`src/rtl/armleo_elastic_buffer_if.sv`:
```
// Valid/ready handshake bundle used on both sides of armleo_elastic_buffer.
//
// Signals:
//   valid  producer -> consumer  data is valid this cycle
//   ready  consumer -> producer  consumer accepts this cycle
//   data   producer -> consumer  payload, DW bits
//
// Modports:
//   master  drives valid/data, samples ready (producer side)
//   slave   samples valid/data, drives ready (consumer side)

interface armleo_elastic_buffer_if #(
  parameter int unsigned DW = 8
) ();

  logic          valid;
  logic          ready;
  logic [DW-1:0] data;

  modport master (
    output valid,
    output data,
    input  ready
  );

  modport slave (
    input  valid,
    input  data,
    output ready
  );

endinterface

```
`src/rtl/armleo_elastic_buffer.sv`:
```
// DEPTH-entry valid/ready elastic buffer that fully decouples a producer and a consumer.
// in_ready depends only on registered state plus flush, and out_* depend only on
// registered state, so no combinational path crosses the buffer in either direction.
//
// Ports:
//   clk          clock, all state updates on the rising edge
//   rst          synchronous active-high reset; empties the buffer
//   flush        synchronous clear of all stored entries; blocks pushes while high
//   in_if        slave side: in_if.valid / in_if.data in, in_if.ready out
//   out_if       master side: out_if.valid / out_if.data out, out_if.ready in
//   count        number of stored entries, 0..DEPTH
//   almost_full  count >= AFULL_LVL
//
// PASSTHROUGH=1 replaces the storage with wires: out=in, in_ready=out_ready,
// count=0, almost_full=0.

module armleo_elastic_buffer #(
  parameter  int unsigned PASSTHROUGH = 0,
  parameter  int unsigned DW          = 8,
  parameter  int unsigned DEPTH       = 2,
  parameter  int unsigned AFULL_LVL   = DEPTH - 1,
  localparam int unsigned CW          = $clog2(DEPTH + 1)
) (
  input  logic                          clk,
  input  logic                          rst,
  input  logic                          flush,
  armleo_elastic_buffer_if.slave        in_if,
  armleo_elastic_buffer_if.master       out_if,
  output logic [CW-1:0]                 count,
  output logic                          almost_full
);

  if (PASSTHROUGH != 0) begin : g_pass

    assign out_if.valid = in_if.valid;
    assign out_if.data  = in_if.data;
    assign in_if.ready  = out_if.ready;
    assign count        = '0;
    assign almost_full  = 1'b0;

    // No state in this mode; clock, reset and flush are intentionally ignored.
    logic unused_pt;
    assign unused_pt = ^{clk, rst, flush};

  end else begin : g_buf

    localparam int unsigned   PW      = $clog2(DEPTH);
    localparam logic [PW-1:0] LastPtr = PW'(DEPTH - 1);
    localparam logic [CW-1:0] FullCnt = CW'(DEPTH);
    localparam logic [CW-1:0] AfCnt   = CW'(AFULL_LVL);

    logic [DW-1:0] mem_q [DEPTH];
    logic [PW-1:0] wr_ptr_q, wr_ptr_d;
    logic [PW-1:0] rd_ptr_q, rd_ptr_d;
    logic [CW-1:0] count_q, count_d;

    logic full;
    logic empty;
    logic push;
    logic pop;

    assign full  = (count_q == FullCnt);
    assign empty = (count_q == '0);

    // Full blocks input even when the consumer pops this cycle; that keeps
    // in_ready free of any out_ready dependency.
    assign in_if.ready  = !full && !flush;
    assign out_if.valid = !empty;
    assign out_if.data  = empty ? '0 : mem_q[rd_ptr_q];

    assign push = in_if.valid && in_if.ready;
    assign pop  = !empty && out_if.ready;

    assign count       = count_q;
    assign almost_full = (count_q >= AfCnt);

    // DEPTH need not be a power of two, so pointers wrap on an explicit compare.
    always_comb begin
      wr_ptr_d = wr_ptr_q;
      rd_ptr_d = rd_ptr_q;
      count_d  = count_q;
      if (flush) begin
        wr_ptr_d = '0;
        rd_ptr_d = '0;
        count_d  = '0;
      end else begin
        if (push) begin
          wr_ptr_d = (wr_ptr_q == LastPtr) ? '0 : wr_ptr_q + PW'(1);
        end
        if (pop) begin
          rd_ptr_d = (rd_ptr_q == LastPtr) ? '0 : rd_ptr_q + PW'(1);
        end
        case ({push, pop})
          2'b10:   count_d = count_q + CW'(1);
          2'b01:   count_d = count_q - CW'(1);
          default: count_d = count_q;
        endcase
      end
    end

    always_ff @(posedge clk) begin
      if (rst) begin
        wr_ptr_q <= '0;
        rd_ptr_q <= '0;
        count_q  <= '0;
      end else begin
        wr_ptr_q <= wr_ptr_d;
        rd_ptr_q <= rd_ptr_d;
        count_q  <= count_d;
      end
    end

    // Storage is not reset; entries are only observable once count covers them.
    always_ff @(posedge clk) begin
      if (push && !rst) begin
        mem_q[wr_ptr_q] <= in_if.data;
      end
    end

`ifndef SYNTHESIS
    always_ff @(posedge clk) begin
      if (!rst) begin
        assert (count_q <= FullCnt);
        assert (!(push && full));
        assert (!(pop && empty));
      end
    end
`endif

  end

endmodule
```
`src/flat_wrapper.sv`:
```
// flat-port wrapper written by rule: the top's interface ports become plain ports
module armleo_elastic_buffer_flat 
#(
  parameter  int unsigned PASSTHROUGH = 0,
  parameter  int unsigned DW          = 8,
  parameter  int unsigned DEPTH       = 2,
  parameter  int unsigned AFULL_LVL   = DEPTH - 1,
  localparam int unsigned CW          = $clog2(DEPTH + 1)
)
  (clk, rst, flush, count, almost_full, in_if_valid, in_if_data, in_if_ready, out_if_valid, out_if_data, out_if_ready);
  armleo_elastic_buffer_if #(.DW(DW)) in_if_i ();
  armleo_elastic_buffer_if #(.DW(DW)) out_if_i ();
  input  logic clk;
  input  logic rst;
  input  logic flush;
  output logic [CW-1:0] count;
  output logic almost_full;
  input wire logic [$bits(in_if_i.valid)-1:0] in_if_valid;
  input wire logic [$bits(in_if_i.data)-1:0] in_if_data;
  output wire logic [$bits(in_if_i.ready)-1:0] in_if_ready;
  output wire logic [$bits(out_if_i.valid)-1:0] out_if_valid;
  output wire logic [$bits(out_if_i.data)-1:0] out_if_data;
  input wire logic [$bits(out_if_i.ready)-1:0] out_if_ready;
  assign in_if_i.valid = in_if_valid;
  assign in_if_i.data = in_if_data;
  assign in_if_ready = in_if_i.ready;
  assign out_if_valid = out_if_i.valid;
  assign out_if_data = out_if_i.data;
  assign out_if_i.ready = out_if_ready;
  armleo_elastic_buffer #(.PASSTHROUGH(PASSTHROUGH), .DW(DW), .DEPTH(DEPTH), .AFULL_LVL(AFULL_LVL)) u_core (.clk(clk), .rst(rst), .flush(flush), .in_if(in_if_i), .out_if(out_if_i), .count(count), .almost_full(almost_full));
endmodule
```
`config.mk`:
```
export PLATFORM = sky130hd
export DESIGN_NAME = armleo_elastic_buffer_flat
export DESIGN_NICKNAME = d
export VERILOG_FILES = /design/src/rtl/armleo_elastic_buffer_if.sv /design/src/rtl/armleo_elastic_buffer.sv /design/src/flat_wrapper.sv
export SDC_FILE = /design/constraint.sdc
export NUM_CORES = 1
export LEC_CHECK = 0
export BUFFER_PORTS_ARGS = -buffer_cell sky130_fd_sc_hd__buf_2
export CORE_MARGIN = 1
export CORE_UTILIZATION = 53
export DETAILED_ROUTE_END_ITERATION = 16
export PLACE_DENSITY = 0.83
export REMOVE_ABC_BUFFERS = 1
export SLEW_MARGIN = 10
export SYNTH_ARGS = -nofsm -noshare
export SYNTH_HDL_FRONTEND = slang
export SYNTH_SLANG_ARGS = --single-unit
```
`constraint.sdc`:
```
create_clock -name clk -period 4.2 [get_ports clk]
set_clock_uncertainty 0.2 [all_clocks]
set_input_delay 0.84 -clock clk [delete_from_list [all_inputs] [get_ports clk]]
set_output_delay 0.84 -clock clk [all_outputs]
set_load 0.05 [all_outputs]
```
# Word-level counts from Yosys, hierarchy flattened
# Memories as Yosys holds them, arrays and structs flattened. A register that Yosys moved wholly into a read port is not among the register bits.
# Cells that the tools add are included.
word_totals:
  register_bits: 4
  ram_bits: 16
  input_bits: 13
  output_inout_bits: 13
  word_cells: 31
  n_memories: 1
classes:
  addsub: 4
  n_lt_le_gt_ge: 1
  eq_ne: 3
  mux: 8
  n_reduce_logical: 11
memory_table:
  columns: ["name", "words", "width", "read_ports", "rd_clocked_by_memory_dff", "write_ports", "line", "rtl"]
  rows:
  - ["u_core.g_buf.mem_q", 2, 8, 1, 1, 1, "armleo_elastic_buffer.sv:52", "logic [DW-1:0] mem_q [DEPTH];"]
op_table:
  columns: ["cell", "n"]
  rows:
  - ["$mux 8", 1]
  - ["$mux 1", 6]
  - ["$eq 2x2->1 const B", 2]
  - ["$logic_and 1x1->1", 4]
  - ["$logic_not 1->1", 4]
  - ["$pmux 2 s2", 1]
  - ["$add 1x1->1 const B", 2]
  - ["$add 2x1->2 const B", 1]
  - ["$eq 2x1->1 const B", 1]
  - ["$ge 2x1->1 const B", 1]
  - ["$logic_not 2->1", 1]
  - ["$reduce_bool 2->1", 1]
  - ["$reduce_or 2->1", 1]
  - ["$sub 2x1->2 const B", 1]

# Depth between registers and ports, before layout
logic_depth:
  depth_word: 7
  ltp_mapped: 8
  depth_no_buf: 8

# Least setup slack after synthesis
# Ideal clock, no wire load.
synth_path:
  kind: "register to output"
  start: "register u_core.g_buf.count_q[0] (netlist: u_core.count[0])"
  end: "output out_if_data[0]"
  arrival_time_ns: 1.826
  required_time_ns: 3.160
  setup_slack_ns: 1.334
  stages_incl_launch_ff: 5
  path_buffers: 1
  path_cell_list: "dfxtp_1 > inv_1 > ha_1 > buf_6 > nor2_1"
synth_via:
  elab_chain_cells: 2
synth_rtl:
  columns: ["element", "line", "rtl"]
  rows:
  - ["from (decl)", "armleo_elastic_buffer.sv:55", "logic [CW-1:0] count_q, count_d;"]
  - ["from (signal assigned)", "armleo_elastic_buffer.sv:109", "count_q <= count_d;"]
  - ["$logic_not 2->1", "armleo_elastic_buffer.sv:63", "assign empty = (count_q == '0);"]
  - ["$mux 8", "armleo_elastic_buffer.sv:69", "assign out_if.data = empty ? '0 : mem_q[rd_ptr_q];"]
  - ["to (decl)", "flat_wrapper.sv:22", "output wire logic [$bits(out_if_i.data)-1:0] out_if_data;"]
# No other way between the ends.

# Worst setup path after layout
layout_path:
  start: "register u_core.g_buf.count_q[0] (netlist: u_core.count[0])"
  end: "output out_if_data[2]"
# Same word-level chain as after synthesis.

==> results_dict.tcl <==
set metrics [dict create \
    status "finished clean" \
    wl_mm 1.40 \
    io_pins 26 \
    root_buffer "clkbuf_4" \
    hp-class "flip-flop to flip-flop" \
    vias_per_cell 4.94 \
    portBuffers 25 \
    crit_path_end_kind "output pin" \
    final_nets 110 \
    slew_headroom 0.548 \
    vias 533 \
    antenna_left 0 \
    cts_tree "done" \
    core_um2 1540 \
    worstSetupPathType "flip-flop to output pin" \
    drc 0 \
    synth_top_area_cell "edfxtp_1" \
    ys_seq_area_frac 0.651 \
    wl_met1_um 600 \
    mostFrequentLayoutCell "buf_2" \
    peakVddDrop_uv 271 \
    fp-row-count 14 \
    grt_max_degree 12 \
    cts.sinks 21 \
    synth_cell_types 16 \
    clock_path_buffers 2 \
    post_cts_resized 0 \
    antenna_found_initial 0 \
    cts_htree_levels 1 \
    final-hold-violation-count 0 \
    clock_latency_ps 290 \
    setup_viol 0 \
    dr_wl_met3_um 52 \
    cts_buffers 3 \
    placed_cells 104 \
    grt_usage 0.165 \
    cpMaxStageDelayCell "dfxtp_1" \
    path_clk_slew_ps 110 \
    worst_pin_slew_ps 675 \
    wl_met2_um 749 \
    worstPathCellList "inv_1 -> ha_1 -> nor2_1 -> buf_2" \
    syn_inst 65 \
    highest_layer "met3" \
    multi_input_area_um2 280 \
    die_area_um2 1850 \
    finalMaxSlewViolations 0 \
    first_iter_violations 9 \
    period_share 0.620 \
    fin_crit_ps 2610 \
    initial_core_util 0.579 \
    fmax_mhz 384 \
    fin_cells 108 \
    grt_pass1_wl_mm 2.17 \
    p_total_uw 402 \
    setup_slack_ps 1590 \
    p_leak_nw 0.440 \
    wl_per_cell_um 13.0 \
    nFillCells 121 \
    worstPathRequired_ps 3160 \
    grt_pass1_vias 518 \
    area_delta_synth_final_pct 17.4 \
    die_w_um 43.0 \
    synth_area_per_cell_um2 13.7 \
    pwr_density_cell_nw_per_um2 384 \
    layout-drive-gt1-share 0.326 \
    ctsHoldBuffers 0 \
    setup-tns-final_ps 0 \
    slowest_delay_ps 400 \
    antenna_cells 0 \
    final-seq-area_um2 581 \
    synth_area_leaders "edfxtp_1 54%, dfxtp_1 11%, mux2i_1 9.0%, ha_1 5.6%, nor2_1 5.0%" \
    synth-seq-cells 21 \
    ys_warn_count 0 \
    dp_hpwl_mm 1.04 \
    fp.dieH_um 43.0 \
    final_cell_mix "25 x buf_2, 16 x edfxtp_1, 12 x nor2_1" \
    grt_setup_unrepaired "no" \
    gp_congestion 0.738 \
    cp_data_arrival_time_ps 1570 \
    synth_area_um2 892 \
    postCtsSetupRepairBufs 0 \
    cp-start-kind "flip-flop" \
    dpl_worst_slack_ps 1760 \
    max_cap_violations 0 \
    crit_fanout 10 \
    hold_slack_ps 364 \
    grt_overflow 0 \
    synth_top_area_frac 0.539 \
    drt-pass1-iter-count 4 \
]
## cell families (layout without fill, tap and decap cells)
family	Yosys count	count (layout)	synth area share
AO/OA/AOI/OAI	1	1	0.0168
XOR/XNOR	4	4	0.0393
adder cells (fa/ha/maj)	4	4	0.0561
buffers and inverters	6	33	0.0351
flip-flops	21	21	0.651
multiplexers	8	8	0.0898
AND/OR/NAND/NOR	21	21	0.112
## per-layer routing
metal,up-vias,GRT usage
met5,-,0
met4,0,0.0545
met3,0,0.0255
met2,13,0.291
met1,243,0.207
li1,277,-
## sequential cells by signal, indices dropped and copies added (netlist names), named ones only
| name | cells |
|---|---|
| u_core.g_buf.mem_q | 16 |
| u_core.g_buf.wr_ptr_q | 1 |
| u_core.g_buf.rd_ptr_q | 1 |
| u_core.count | 2 |
## cell type report
type / instances / area share
clock buffers: 4 / 0.0251
well taps: 16 / 0.0191
flip-flops and latches: 21 / 0.554
multi-input cells: 38 / 0.268
inverters: 4 / 0.0143
repair buffers: 25 / 0.119
## power by group
group / switching, mW / internal (mW)
sequential: 0.00322 / 0.229
combinational: 0.0546 / 0.0220
clock: 0.0562 / 0.0369
total: 0.114 / 0.288
## critical path: cells and delay by family (launching register included)
family	cells	cell delay [ps]
adders and majority gates	1	350
buffers and inverters	2	370
DFF	1	400
and+or+nand+nor	1	160
## synthesized netlist by cell type
| cell type | instances |
|---|---|
| buf_2 | 1 |
| dfxtp_1 | 5 |
| and2b_1 | 1 |
| xor2_1 | 2 |
| mux2i_1 | 8 |
| inv_1 | 4 |
| ha_1 | 4 |
| xnor2_1 | 2 |
| nor2b_4 | 1 |
| nand2_1 | 2 |
| nor3_1 | 4 |
| buf_6 | 1 |
| nor2_1 | 12 |
| and3_1 | 1 |
| a2111oi_2 | 1 |
| edfxtp_1 | 16 |
## final timing paths
kind,start,endpoint,slack (ps),cells past startpoint
worst min register to register,u_core.g_buf.rd_ptr_q,u_core.g_buf.rd_ptr_q,360,2
worst min-delay path,u_core.g_buf.rd_ptr_q,u_core.g_buf.rd_ptr_q,360,2
worst max-delay path,u_core.count[0],out_if_data[2],1590,4
worst max register to register,u_core.count[0],u_core.g_buf.mem_q[0][6],2060,5
## through the flow
stage | utilization | cell area, µm²
2_1_floorplan | - | 876
3_3_place_gp | 0.662 | 1020
3_5_place_dp | 0.662 | 1020
4_1_cts | 0.679 | 1050
5_1_grt | 0.679 | 1050
6_report | 0.679 | 1050
Note: power is estimated with default switching activity, not from simulation.
